==> config.mk <==
export PLATFORM = sky130hd
export DESIGN_NAME = uart_rx_word_fifo
export DESIGN_NICKNAME = d
export VERILOG_FILES = /design/src/rtl/uart_rx_word_fifo.sv
export SDC_FILE = /design/constraint.sdc
export NUM_CORES = 1
export LEC_CHECK = 0
export ABC_CLOCK_PERIOD_IN_PS = 3000
export BUFFER_PORTS_ARGS = -buffer_cell sky130_fd_sc_hd__buf_2
export CAP_MARGIN = 20
export CORE_MARGIN = 2
export CORE_UTILIZATION = 41
export DETAILED_ROUTE_END_ITERATION = 8
export PLACE_DENSITY = 0.64
export SKIP_CTS_REPAIR_TIMING = 1
export SLEW_MARGIN = 30
export SYNTH_ARGS = -nofsm -noshare
export SYNTH_HDL_FRONTEND = slang
export SYNTH_SLANG_ARGS = --single-unit
export TNS_END_PERCENT = 1
==> constraint.sdc <==
create_clock -name clock_50M -period 3 [get_ports clock_50M]
set_clock_uncertainty 0.05 [all_clocks]
set_input_delay 0.15 -clock clock_50M [delete_from_list [all_inputs] [get_ports clock_50M]]
set_output_delay 0.15 -clock clock_50M [all_outputs]
set_load 0.01 [all_outputs]
==> src/rtl/uart_rx_word_fifo.sv <==
// rtl/uart_rx_word_fifo.sv - UART receive byte-pair to 16-bit word FIFO
//
// Purpose:
//   Watches the UART receiver's ready/rx_data pair and detects each completed
//   byte on the rising edge of ready. It pairs consecutive bytes into 16-bit
//   little-endian words: the first byte is the low byte. Each word goes into a
//   first-word-fall-through FIFO that the bus side pops one word per strobe.
//
// Ports:
//   clock_50M     in   1               system clock
//   n_rst         in   1               synchronous active-low reset
//   rx_ready      in   1               receiver ready (1 = idle, 0 = receiving)
//   rx_data       in   8               received byte, valid once rx_ready rises
//   rd_en         in   1               pop strobe, one word per cycle high
//   clear_ovf     in   1               clears overflow
//   rd_data       out  16              head word, 16'h0000 when empty
//   empty         out  1               FIFO holds no words
//   full          out  1               FIFO holds 2^DEPTH_LOG2 words
//   count         out  DEPTH_LOG2+1    number of words stored
//   half_pending  out  1               low byte held, waiting for high byte
//   overflow      out  1               sticky: a completed word was dropped

module uart_rx_word_fifo #(
  parameter int DEPTH_LOG2 = 3
) (
  input  logic                  clock_50M,
  input  logic                  n_rst,
  input  logic                  rx_ready,
  input  logic [7:0]            rx_data,
  input  logic                  rd_en,
  input  logic                  clear_ovf,
  output logic [15:0]           rd_data,
  output logic                  empty,
  output logic                  full,
  output logic [DEPTH_LOG2:0]   count,
  output logic                  half_pending,
  output logic                  overflow
);

  localparam int DEPTH = 1 << DEPTH_LOG2;
  localparam logic [DEPTH_LOG2:0] DEPTH_CNT = {1'b1, {DEPTH_LOG2{1'b0}}};

  typedef enum logic {
    ST_LOW  = 1'b0,
    ST_HIGH = 1'b1
  } state_t;

  state_t                state_q;
  state_t                state_d;
  logic                  rx_ready_d;
  logic                  byte_stb;
  logic [7:0]            lo_buf;
  logic                  push_req;
  logic                  push_ok;
  logic                  pop;
  logic [DEPTH_LOG2-1:0] wr_ptr;
  logic [DEPTH_LOG2-1:0] rd_ptr;
  logic [15:0]           mem [DEPTH];

  // rx_ready_d resets high so the idle-high ready seen after reset is not
  // mistaken for a freshly completed byte.
  always_ff @(posedge clock_50M) begin
    if (!n_rst) begin
      rx_ready_d <= 1'b1;
    end else begin
      rx_ready_d <= rx_ready;
    end
  end

  assign byte_stb = rx_ready & ~rx_ready_d;

  // Assembly FSM: state register
  always_ff @(posedge clock_50M) begin
    if (!n_rst) begin
      state_q <= ST_LOW;
    end else begin
      state_q <= state_d;
    end
  end

  // Assembly FSM: next state
  always_comb begin
    state_d = state_q;
    case (state_q)
      ST_LOW:  if (byte_stb) state_d = ST_HIGH;
      ST_HIGH: if (byte_stb) state_d = ST_LOW;
      default: state_d = ST_LOW;
    endcase
  end

  // Assembly FSM: outputs
  always_comb begin
    half_pending = 1'b0;
    push_req     = 1'b0;
    case (state_q)
      ST_LOW:  half_pending = 1'b0;
      ST_HIGH: begin
        half_pending = 1'b1;
        push_req     = byte_stb;
      end
      default: half_pending = 1'b0;
    endcase
  end

  always_ff @(posedge clock_50M) begin
    if (!n_rst) begin
      lo_buf <= 8'h00;
    end else if (byte_stb && (state_q == ST_LOW)) begin
      lo_buf <= rx_data;
    end
  end

  assign empty = (count == '0);
  assign full  = (count == DEPTH_CNT);
  assign pop   = rd_en & ~empty;

  // A pop in the same cycle frees the slot the push needs, so a full FIFO
  // still accepts the word.
  assign push_ok = push_req & (~full | pop);

  // Storage is not reset; empty masks any stale contents.
  always_ff @(posedge clock_50M) begin
    if (push_ok) begin
      mem[wr_ptr] <= {rx_data, lo_buf};
    end
  end

  always_ff @(posedge clock_50M) begin
    if (!n_rst) begin
      wr_ptr <= '0;
      rd_ptr <= '0;
      count  <= '0;
    end else begin
      if (push_ok) wr_ptr <= wr_ptr + 1'b1;
      if (pop)     rd_ptr <= rd_ptr + 1'b1;
      case ({push_ok, pop})
        2'b10:   count <= count + 1'b1;
        2'b01:   count <= count - 1'b1;
        default: count <= count;
      endcase
    end
  end

  // A rejected push outranks a clear in the same cycle.
  always_ff @(posedge clock_50M) begin
    if (!n_rst) begin
      overflow <= 1'b0;
    end else if (push_req && !push_ok) begin
      overflow <= 1'b1;
    end else if (clear_ovf) begin
      overflow <= 1'b0;
    end
  end

  assign rd_data = empty ? 16'h0000 : mem[rd_ptr];

endmodule

[Yosys cells after proc, flatten, opt, wreduce, memory -nomap -nowiden]
Memories as Yosys holds them, arrays and structs flattened. A register that Yosys moved wholly into a read port is not among the register bits.
Cells that the tools add are included.
Storage, ports and cells
  register bits after elaboration: 21
  memory bits (writable): 128
  input bits: 13
  output and inout bits: 24
  logic and storage cells: 42
  memories kept: 1
Memories
  mem: depth 8, width 16, read ports 1, clocked after Yosys merged registers in 1, write ports 1, line 58  | logic [15:0] mem [DEPTH];
Cells by class
  add/subtract/negate cells: 4
  eq/ne operators: 3
  mux-type cells: 13
  bitwise gates (word level): 8
  reduce and logical (&&, ||, !) cells: 6
Operators with widths (number)
  two-way mux 16 bit: 1
  case mux 4 bit (2 select lines): 1
  two-way mux 1 bit: 7
  adder 3 x 1 -> 3 bit (second input constant): 2
  two-way mux 3 bit: 2
  adder 4 x 1 -> 4 bit (second input constant): 1
  == test 4 bit (second input constant): 1
  zero test 4 bit: 1
  inverter 1 bit: 4
  case mux 1 bit (2 select lines): 2
  nonzero test 2 bit: 2
  subtractor 4 x 1 -> 4 bit (second input constant): 1
  AND 1 bit: 3
  == test 2 x 1 -> 1 bit (second input constant): 1
  == test 2 bit (second input constant): 1
  logical AND 1 bit: 2
  zero test 1 bit: 1
  OR 1 bit: 1

[Longest topological paths before layout]
Gate-level depths: netlist (run 1).
  depth in word-level cells: 8
  depth in mapped cells: 10
  mapped depth without buffers: 9

[Worst setup path after synthesis (run 1)]
OpenSTA, ideal clock, no wires.
  kind: register to register
  start point: reg rx_ready_d
  end point: mem mem[0][0], enable pin
  library setup time: 430 ps
  arrival time: 2717 ps
  required time: 2520 ps
  setup slack: -197 ps
  cell stages (with the launch flop): 6
  buffers on the path: 1
  period minus slack after synthesis: 3197 ps
  cell sequence: dfxtp_1 -> nor2b_1 -> ha_1 -> clkbuf_1 -> o21ai_4 -> nor4_1
On the way
  cells in the longest elaborated chain, start to end: 6
RTL lines
  from (decl): line 50  | logic rx_ready_d;
  from (signal assigned): line 66  | rx_ready_d <= rx_ready;
  inverter 1 bit: line 70  | assign byte_stb = rx_ready & ~rx_ready_d;
  AND 1 bit: line 70
  two-way mux 1 bit: line 95  | case (state_q)
  AND 1 bit: line 119  | assign push_ok = push_req & (~full | pop);
  two-way mux 1 bit: line 123  | if (push_ok) begin
  two-way mux 1 bit (implied by the code): line 124  | mem[wr_ptr] <= {rx_data, lo_buf};
  to (decl): line 58
No other way between the ends.

[Worst setup path after layout (run 1)]
  start point: reg count[0]
  end point: reg count[3]
On the way
  cells in the longest elaborated chain, start to end: 7
  elaborated cells between the ends (all ways): 13
  those cells by class: add/sub: 2; eq/ne: 3; mux: 1; bitwise: 5; reduce/logical: 2
RTL lines
  from (decl): line 35  | output logic [DEPTH_LOG2:0] count,
  from (signal assigned): line 137  | 2'b10: count <= count + 1'b1;
  from (signal assigned): line 138  | 2'b01: count <= count - 1'b1;
  from (signal assigned): line 139  | default: count <= count;
  zero test 4 bit: line 113  | assign empty = (count == '0);
  inverter 1 bit: line 115  | assign pop = rd_en & ~empty;
  AND 1 bit: line 115
  OR 1 bit: line 119
  AND 1 bit: line 119
  == test 2 x 1 -> 1 bit or == test 2 bit (tied branches): line 136  | case ({push_ok, pop})
  case mux 4 bit (2 select lines) or nonzero test 2 bit (tied branches)
Parallel ways exist; a longest one is shown, timed or not.
A chain may end at the register's enable or synchronous reset.

==> summary.txt, run 1 <==
Synth async-reset ratio = 0%
DRC Markers = 0
fin crit period = 2.64 ns
Placement Setup Slack = 0.372 ns
Gate Count Post-Synth = 328
multi-input logic area = 1650 µm²
Initial DRC Count = 202
Worst-Margin Slew = 0.914 ns
Total Routing Usage GR = 15.4%
clock root cell = clkbuf_16
vias = 3040
First-pass DRT Iterations = 4
CP startpoint = count[0]
nets@finish = 411
f_max = 379 MHz
hold_ws = -0.00114 ns
fin. max-slew vios = 0
die area = 15700 µm²
Core Area = 14500 µm²
Reg area = 4330 µm²
H-tree lvl count = 4
critical path required time = 3.30 ns
depth of the worst register-to-register path = 9
Synth cell types = 39
I/O Buffers = 36
# clock sinks = 152
RSZ-0062 raised after global routing = no
clock buffers created by TritonCTS = 17
maximum clock path buffer count = 2
clk_lat worst skew = 0.42 ns
Crit path largest cell delay = 0.63 ns
Final Cycle Share = 88.1%
WL/cell = 19.5 µm
Crit-path slowest cell = or4b_2
Leakage = 2.42 nW
Die X = 125 µm
crit-path cells = or3_4 -> o21ai_2 -> or2_2 -> inv_1 -> ha_1 -> a21o_2 -> a21oi_1 -> or4b_2 -> nand4b_1
Yosys Warn Count = 0
register bit total from synthesis = 152
RePlAce Congestion = 0.749
hold path depth = 4
final hold vios = 1
Vias per Instance = 5.17
R2R Path End = count[3]
Mean Syn Cell Area = 18.4 µm²
most frequent cells in the layout = 128 x edfxtp_1, 40 x nor2_1, 36 x buf_2
Hold Crit Class = in2reg
die height = 125 µm
GRT overflow = 0
failing checks = hold timing
Synth Cell Area = 6040 µm²
Peak VDD IR = 0.517 mV
Fin Setup TNS = 0 ns
Initial Util = 41.7%
# IOs = 37
Min-Delay Startpoint = clear_ovf
fin util = 50.0%
CTS tree = built
Setup Viol. Count Final = 0
most common cell after layout, fill and taps aside = edfxtp_1
first-pass GRT wire length = 17.8 mm
register area share after synthesis = 71.6%
setup ws final = 0.358 ns
Post-synth top flop = edfxtp_1
hold path endpoint = overflow
Crit Path Category = reg2reg
layout cells sized above 1 = 31.7%
Critical Path Start Type = flop
Layout Area Growth over Synthesis = 19.9%
Worst-path clk slew = 0.06 ns
row count = 44
final WL = 11.5 mm
worst endpoint data arrival time = 2.94 ns
DP HPWL = 6.70 mm
initial antenna violation count = 0
Worst slew margin = 39.0%
total power draw = 0.00559 W
vias in the first global route = 3143
Max Cap Viol = 0
filler cell count = 1220
Pwr Density = 772 nW/µm²
r2r setup slk = 0.36 ns
crit-path max FO = 8
Inserted Diodes = 0
Post-synth EDFFs = 128
worst r2r src = count[0]
CP Capture Type = flop
largest net degree at the start of global routing = 33
Post-DRT Antenna Nets = 0
Mapped Nets = 348
status = complete, but fails checks
-- worst max-delay path, delay by kind of cell (launching register included) --
kind / cells / cell delay, ns
and+or+nand+nor: 4 / 1.38
AOI/OAI and AO/OA: 3 / 0.41
adders and majority gates: 1 / 0.26
DFF: 1 / 0.41
buffers and inverters: 1 / 0.05
-- sequential cells by signal, indices dropped and copies added (netlist names), named ones only --
signal      cells
mem           128
lo_buf          8
count           4
rd_ptr          3
wr_ptr          3
overflow        1
rx_ready_d      1
state_q         1
-- synth_stat cells, types with 2 or more instances --
| cell type | n | share of area (%) |
|---|---|---|
| a21oi_1 | 3 | 0.25 |
| nor2_1 | 40 | 2.5 |
| nor3_1 | 5 | 0.41 |
| nand2b_1 | 4 | 0.41 |
| mux4_2 | 32 | 12 |
| buf_1 | 4 | 0.25 |
| nor2b_1 | 2 | 0.21 |
| nand2_1 | 5 | 0.31 |
| xnor2_1 | 3 | 0.44 |
| o211ai_1 | 2 | 0.25 |
| buf_4 | 3 | 0.37 |
| dfxtp_1 | 24 | 8.0 |
| nand3_1 | 2 | 0.17 |
| nor4_1 | 2 | 0.21 |
| or4b_2 | 2 | 0.33 |
| ha_1 | 6 | 1.2 |
| mux2i_1 | 26 | 4.3 |
| xor2_1 | 4 | 0.58 |
| clkbuf_1 | 6 | 0.37 |
| edfxtp_1 | 128 | 64 |
| inv_1 | 5 | 0.31 |
| buf_2 | 2 | 0.17 |
| o21ai_0 | 2 | 0.17 |
-- layout make-up --
| class | instances | share of cell area [%] |
|---|---|---|
| Clock inverter | 9 | 2.02 |
| Inverter | 5 | 0.259 |
| Clock buffer | 23 | 6.60 |
| Multi-Input combinational cell | 155 | 22.8 |
| Tap cell | 184 | 3.18 |
| Timing Repair Buffer | 60 | 5.39 |
| Sequential cell | 152 | 59.7 |
-- kinds of logic after synthesis --
kind of cell	after synthesis	share of synthesized area [%]
multiplexers	58	16.2
XOR/XNOR	7	1.02
AND/OR/NAND/NOR	69	5.74
AO/OA/AOI/OAI	14	2.18
buffers and inverters	21	1.66
flip-flops	152	71.6
adder cells (fa/ha/maj)	7	1.57
-- power by group --
| part | switching, W | internal (W) | total [W] | leakage (nW) |
|---|---|---|---|---|
| clock network | 0.000779 | 0.00145 | 0.00223 | 0.306 |
| logic | 0.000488 | 0.000465 | 0.000952 | 0.769 |
| registers | 0.0000910 | 0.00232 | 0.00241 | 1.35 |
| total | 0.00136 | 0.00423 | 0.00559 | 2.42 |
-- worst max-delay path by stage --
stage                           end  slack (ns)  cells past startpoint
after floorplan           mem[4][0]        0.17                      5
after global placement     count[3]        0.46                      9
after detailed placement   count[3]        0.37                      9
after CTS                  count[3]        0.36                      9
after global routing       count[3]        0.21                      9
final                      count[3]        0.36                      9
-- metal layers --
layer  wire (µm)  part of all wire (%)  global-route usage [%]
met1        5100                    45                    20.2
met2        5640                    49                    24.5
met3         539                   4.7                    4.79
met4         170                   1.5                    5.29
met5           0                     0                       0
-- per-stage QoR --
step                      cells  hold WS (ns)  cell area (µm²)
after floorplan             328         0.173             6050
after global placement      549         0.311             6550
after detailed placement    549         0.310             6550
after CTS                   581        -0.130             7170
after global routing        588       0.00201             7240
final                       588      -0.00114             7240
Power figures use the tool's default switching activity.
==> run 2: changes to the inputs <==
--- a/config.mk
+++ b/config.mk
@@ -9,9 +9,10 @@
 export BUFFER_PORTS_ARGS = -buffer_cell sky130_fd_sc_hd__buf_2
 export CAP_MARGIN = 20
 export CORE_MARGIN = 2
-export CORE_UTILIZATION = 41
+export CORE_UTILIZATION = 40
 export DETAILED_ROUTE_END_ITERATION = 8
-export PLACE_DENSITY = 0.64
+export MAX_ROUTING_LAYER = met4
+export PLACE_DENSITY = 0.62
 export SKIP_CTS_REPAIR_TIMING = 1
 export SLEW_MARGIN = 30
 export SYNTH_ARGS = -nofsm -noshare
==> run 2 against run 1 <==
Compared with the run above:
- the run still ends with hold timing left
- fmax rose by 0.61%
- die area rose by 2.4%
- non-clock buffer count shrank 4
- combinational power down 0.5%
- global-route usage up 0.18 points
- wire length is 1.7% lower
==> summary.txt, run 2 (synthesized netlist as in run 1, its figures left out) <==
Vias per Instance = 5.20 (+0.55%)
final WL = 11.3 mm (-1.7%)
hold path depth = 4 (unchanged)
vias in the first global route = 3070 (-2.3%)
largest net degree at the start of global routing = 33 (unchanged)
row count = 44 (unchanged)
Die X = 127 µm (+1.2%)
Max Cap Viol = 0 (unchanged)
Biggest register = mem
final hold vios = 1 (unchanged)
CTS tree = built
maximum clock path buffer count = 2 (unchanged)
Initial Util = 41.2% (-0.47 points)
setup ws final = 0.374 ns (+0.0161 ns)
die area = 16100 µm² (+2.4%)
Pwr Density = 765 nW/µm² (-0.96%)
Final Cycle Share = 87.5% (-0.54 points)
DP HPWL = 6.62 mm (-1.2%)
filler cell count = 1237 (+1.4%)
WL/cell = 19.3 µm (-1.0%)
Worst-path clk slew = 0.06 ns (about the same)
Peak VDD IR = 0.401 mV (-22%)
fin. max-slew vios = 0 (unchanged)
Buf/Inv on CP = 1 (unchanged)
Inserted Diodes = 0 (unchanged)
worst endpoint data arrival time = 2.93 ns (about the same)
Setup Viol. Count Final = 0 (unchanged)
Initial DRC Count = 241 (+19%)
most common cell after layout, fill and taps aside = edfxtp_1
Core Area = 14600 µm² (+1.1%)
delay-heaviest family, CP = simple AND/OR/NAND/NOR gates
Critical Path Start Type = flop
Fin Setup TNS = 0 ns (unchanged)
clk_lat worst skew = 0.41 ns (about the same)
Post-DRT Antenna Nets = 0 (unchanged)
clock buffers created by TritonCTS = 17 (unchanged)
critical path required time = 3.30 ns (about the same)
# clock sinks = 152 (unchanged)
DP Cell Count = 546 (-0.55%)
Leakage = 2.39 nW (-1.4%)
Crit Path Category = reg2reg
Layout Area Growth over Synthesis = 18.8%
CP Capture Type = flop
Worst-Margin Slew = 0.808 ns (-0.106 ns)
vias = 3036 (-0.13%)
status = complete, but fails checks
I/O Buffers = 36 (unchanged)
crit-path cells = or3_4 -> o21ai_2 -> or2_2 -> inv_1 -> ha_1 -> a21o_2 -> a21oi_1 -> or4b_2 -> nand4b_1
initial antenna violation count = 0 (unchanged)
Min-Delay Startpoint = clear_ovf
first-pass GRT wire length = 17.8 mm (-0.15%)
RSZ-0062 raised after global routing = no
crit-path max FO = 8 (unchanged)
max FFs per register = 128 (unchanged)
nets@finish = 407 (-0.97%)
clock root cell = clkbuf_16
GRT overflow = 0 (unchanged)
Placement Setup Slack = 0.398 ns (+0.0262 ns)
f_max = 381 MHz (+0.61%)
First-pass DRT Iterations = 4 (unchanged)
Crit path largest cell delay = 0.62 ns (about the same)
die height = 127 µm (+1.2%)
failing checks = hold timing
most frequent cells in the layout = 128 x edfxtp_1, 40 x nor2_1, 36 x buf_2
hold path endpoint = overflow
DRC Markers = 0 (unchanged)
worst r2r src = count[0]
RePlAce Congestion = 0.761 (+1.7%)
Worst slew margin = 45.9% (+7.0 points)
# IOs = 37 (unchanged)
depth of the worst register-to-register path = 9 (unchanged)
H-tree lvl count = 4 (unchanged)
r2r setup slk = 0.37 ns (+0.02 ns)
R2R Path End = count[3]
Hold Crit Class = in2reg
biggest regs = mem x128, lo_buf x8, count x4
Crit-path slowest cell = or4b_2
hold_ws = -0.00477 ns (-0.00363 ns)
fin crit period = 2.63 ns (-0.0161 ns)
Total Routing Usage GR = 15.5% (+0.18 points)
Post-Layout Cell Count = 584 (-0.68%)
layout cells sized above 1 = 31.0% (-0.68 points)
run 2: how the worst max path moves through the flow:
stage / slack, ns / to / from / cells after the start
after floorplan: 0.17 / mem[4][0] / rx_ready_d / 5
after global placement: 0.46 / count[3] / count[0] / 9
after detailed placement: 0.40 / count[3] / count[0] / 9
after CTS: 0.39 / count[3] / count[0] / 9
after global routing: 0.25 / count[3] / count[0] / 9
final: 0.37 / count[3] / count[0] / 9
run 2: routing by layer:
layer | wire length, µm | part of all wire (%) | global-route usage [%] | up-vias
met5 | 0 | 0 | - | -
met4 | 215 | 1.9 | 6.59 | 0
met3 | 339 | 3.0 | 3.37 | 18
met2 | 5470 | 49 | 23.9 | 58
met1 | 5230 | 46 | 20.2 | 1555
li1 | - | - | - | 1405
run 2: layout make-up:
| class | instances | area [µm²] | area share, % |
|---|---|---|---|
| sequential | 152 | 4330 | 60.3 |
| multi-input combinational | 155 | 1650 | 23.0 |
| clock buffer | 20 | 437 | 6.09 |
| timing repair buffer | 56 | 358 | 4.99 |
| tap | 184 | 230 | 3.21 |
| clock inverter | 12 | 156 | 2.18 |
| inverter | 5 | 18.8 | 0.262 |
run 2: report_power, final:
part | internal [W] | switching, W | total, W | leakage (nW)
Sequential | 0.00232 | 0.0000849 | 0.00240 | 1.35
Combinational | 0.000458 | 0.000489 | 0.000947 | 0.749
Clock | 0.00137 | 0.000765 | 0.00214 | 0.294
run 2: stage by stage:
step | hold slack (ns) | cell area (µm²) | utilization, % | power, W
after CTS | -0.139 | 7120 | 48.6 | 0.00555
after global placement | 0.296 | 6520 | 44.5 | 0.00340
after detailed placement | 0.301 | 6520 | 44.5 | 0.00341
final | -0.00477 | 7180 | 49.0 | 0.00549
after global routing | 0.00228 | 7180 | 49.0 | 0.00572
after floorplan | 0.173 | 6050 | - | 0.00310
run 2: worst register-to-register path: stages, from the launching register on:
cell,delay (ns)
dfxtp_1,0.41
or3_4,0.47
o21ai_2,0.19
or2_2,0.16
inv_1,0.06
ha_1,0.27
a21o_2,0.11
a21oi_1,0.11
or4b_2,0.62
nand4b_1,0.10
==> run 3: changes to the inputs <==
--- a/config.mk
+++ b/config.mk
@@ -13,6 +13,7 @@
 export DETAILED_ROUTE_END_ITERATION = 8
 export MAX_ROUTING_LAYER = met4
 export PLACE_DENSITY = 0.62
+export REMOVE_ABC_BUFFERS = 1
 export SKIP_CTS_REPAIR_TIMING = 1
 export SLEW_MARGIN = 30
 export SYNTH_ARGS = -nofsm -noshare
==> run 3 against run 2 <==
Compared with the run above:
- the flow still finishes with violations (hold timing)
- wire length is 5.0% higher
- sequential power hardly changed
- sequential share of layout area is 0.44 points higher
- flip-flop and latch count stayed put
- register-to-register slack worse by 0.04 ns
- critical endpoint unchanged
- largest cell class unchanged
- largest power group unchanged
- highest routed layer unchanged
==> summary.txt, run 3 (synthesized netlist as in run 1, its figures left out) <==
multi-input logic area = 1640 µm² (-0.53%)
critical path required time = 3.29 ns (about the same)
Sw Ratio = 25.4% (+1.0 points)
H-tree lvl count = 4 (unchanged)
Initial Util = 41.2% (unchanged)
clock buffers created by TritonCTS = 17 (unchanged)
die height = 127 µm (unchanged)
Layout Area Growth over Synthesis = 17.9%
Core Area = 14600 µm² (unchanged)
most frequent cells in the layout = 128 x edfxtp_1, 40 x nor2_1, 36 x buf_2
vias = 3052 (+0.53%)
row count = 44 (unchanged)
status = complete, but fails checks
Vias per Instance = 5.23 (+0.53%)
Worst-path clk slew = 0.06 ns (about the same)
initial antenna violation count = 0 (unchanged)
Fin Setup TNS = 0 ns (unchanged)
RePlAce Congestion = 0.773 (+1.6%)
hold_ws = -0.0114 ns (-0.00665 ns)
fin util = 48.6% (-0.36 points)
Initial DRC Count = 340 (+41%)
Die X = 127 µm (unchanged)
Peak VDD IR = 0.378 mV (-5.6%)
power share of the combinational group = 17.9% (+0.6 points)
Area after DPL = 6510 µm² (-0.25%)
crit-path max FO = 8 (unchanged)
Internal = 0.00396 W (-4.6%)
final WL = 11.8 mm (+5.0%)
Biggest register = mem
worst endpoint data arrival time = 2.96 ns (+0.03 ns)
Reg area = 4330 µm² (unchanged)
Worst-Margin Slew = 0.744 ns (-0.0643 ns)
I/O Buffers = 36 (unchanged)
Inserted Diodes = 0 (unchanged)
layout cells sized above 1 = 31.0% (unchanged)
Leakage = 2.36 nW (-1.2%)
Setup Viol. Count Final = 0 (unchanged)
Clk pwr share = 36.8% (-2.2 points)
vias in the first global route = 3220 (+4.9%)
Worst slew margin = 50.4% (+4.4 points)
CP Capture Type = flop
most common cell after layout, fill and taps aside = edfxtp_1
largest net degree at the start of global routing = 33 (unchanged)
# clock sinks = 152 (unchanged)
Total Routing Usage GR = 16.0% (+0.48 points)
Final Cycle Share = 88.9% (+1.3 points)
fin area = 7120 µm² (-0.73%)
Hold Crit Class = in2reg
maximum clock path buffer count = 2 (unchanged)
failing checks = hold timing
biggest regs = mem x128, lo_buf x8, count x4
die area = 16100 µm² (unchanged)
first-pass GRT wire length = 18.2 mm (+2.6%)
WL/cell = 20.2 µm (+5.0%)
Crit-path slowest cell = or4b_2
Crit Path Category = reg2reg
crit-path cells = or3_4 -> o21ai_2 -> or2_2 -> inv_1 -> ha_1 -> a21o_2 -> a21oi_1 -> or4b_2 -> nand4b_1
Critical Path Start Type = flop
# IOs = 37 (unchanged)
fin crit period = 2.67 ns (+0.0401 ns)
DRC Markers = 0 (unchanged)
Post-DRT Antenna Nets = 0 (unchanged)
Switch Pwr = 0.00135 W (+0.86%)
DP HPWL = 6.59 mm (-0.57%)
f_max = 375 MHz (-1.5%)
CTS tree = built
RSZ-0062 raised after global routing = no
Pwr Density = 745 nW/µm² (-2.5%)
Crit path largest cell delay = 0.62 ns (about the same)
Reg power frac = 45.3% (+1.5 points)
GRT overflow = 0 (unchanged)
First-pass DRT Iterations = 4 (unchanged)
filler cell count = 1264 (+2.2%)
Max Cap Viol = 0 (unchanged)
nets@finish = 407 (unchanged)
clock root cell = clkbuf_16
max FFs per register = 128 (unchanged)
final hold vios = 9 (+8)
fin. max-slew vios = 0 (unchanged)
clk_lat worst skew = 0.41 ns (about the same)
-- run 3: metal layers --
metal	wire length, µm	part of all wire, %	global-route usage (%)	vias to the layer above
met4	115	0.97	4.07	0
met3	413	3.5	4.89	8
met5	0	0	-	-
li1	-	-	-	1403
met2	5840	49	25.2	63
met1	5450	46	20.5	1578
-- run 3: path summary, 6_finish.rpt --
kind	start	to	slack [ns]	cells past startpoint
setup / recovery	count[0]	count[3]	0.33	9
hold / removal	rx_data[6]	mem[1][14]	-0.01	1
setup reg to reg	count[0]	count[3]	0.33	9
hold reg to reg	rd_ptr[2]	rd_ptr[2]	0.49	2
-- run 3: worst max-delay path, delay by kind of cell (launching register included) --
family | cells | cell delay [ns]
AOI/OAI and AO/OA | 3 | 0.44
adders and majority gates | 1 | 0.27
DFF | 1 | 0.41
buffers and inverters | 1 | 0.06
and+or+nand+nor | 4 | 1.36
-- run 3: final cells by class --
class | count | area share [%]
well taps | 184 | 3.23
inverters | 5 | 0.263
flip-flops and latches | 152 | 60.7
multi-input cells | 155 | 23.0
repair buffers | 56 | 5.06
clock buffers | 24 | 6.62
clock inverters | 8 | 1.05
-- run 3: through the flow --
| stage | worst slack [ns] | cells | power [W] |
|---|---|---|---|
| final | 0.334 | 584 | 0.00531 |
| after floorplan | -0.0689 | 312 | 0.00306 |
| after global placement | 0.447 | 545 | 0.00340 |
| after detailed placement | 0.383 | 545 | 0.00342 |
| after global routing | 0.254 | 584 | 0.00555 |
| after CTS | 0.354 | 577 | 0.00538 |
-- run 3: power by group through the flow --
stage          logic, W  clock network [W]  registers [W]
2_1_floorplan  0.000578                  0        0.00249
3_3_place_gp   0.000957                  0        0.00244
3_5_place_dp   0.000965                  0        0.00245
4_1_cts        0.000968            0.00200        0.00241
5_1_grt         0.00104            0.00209        0.00242
6_report       0.000949            0.00195        0.00241
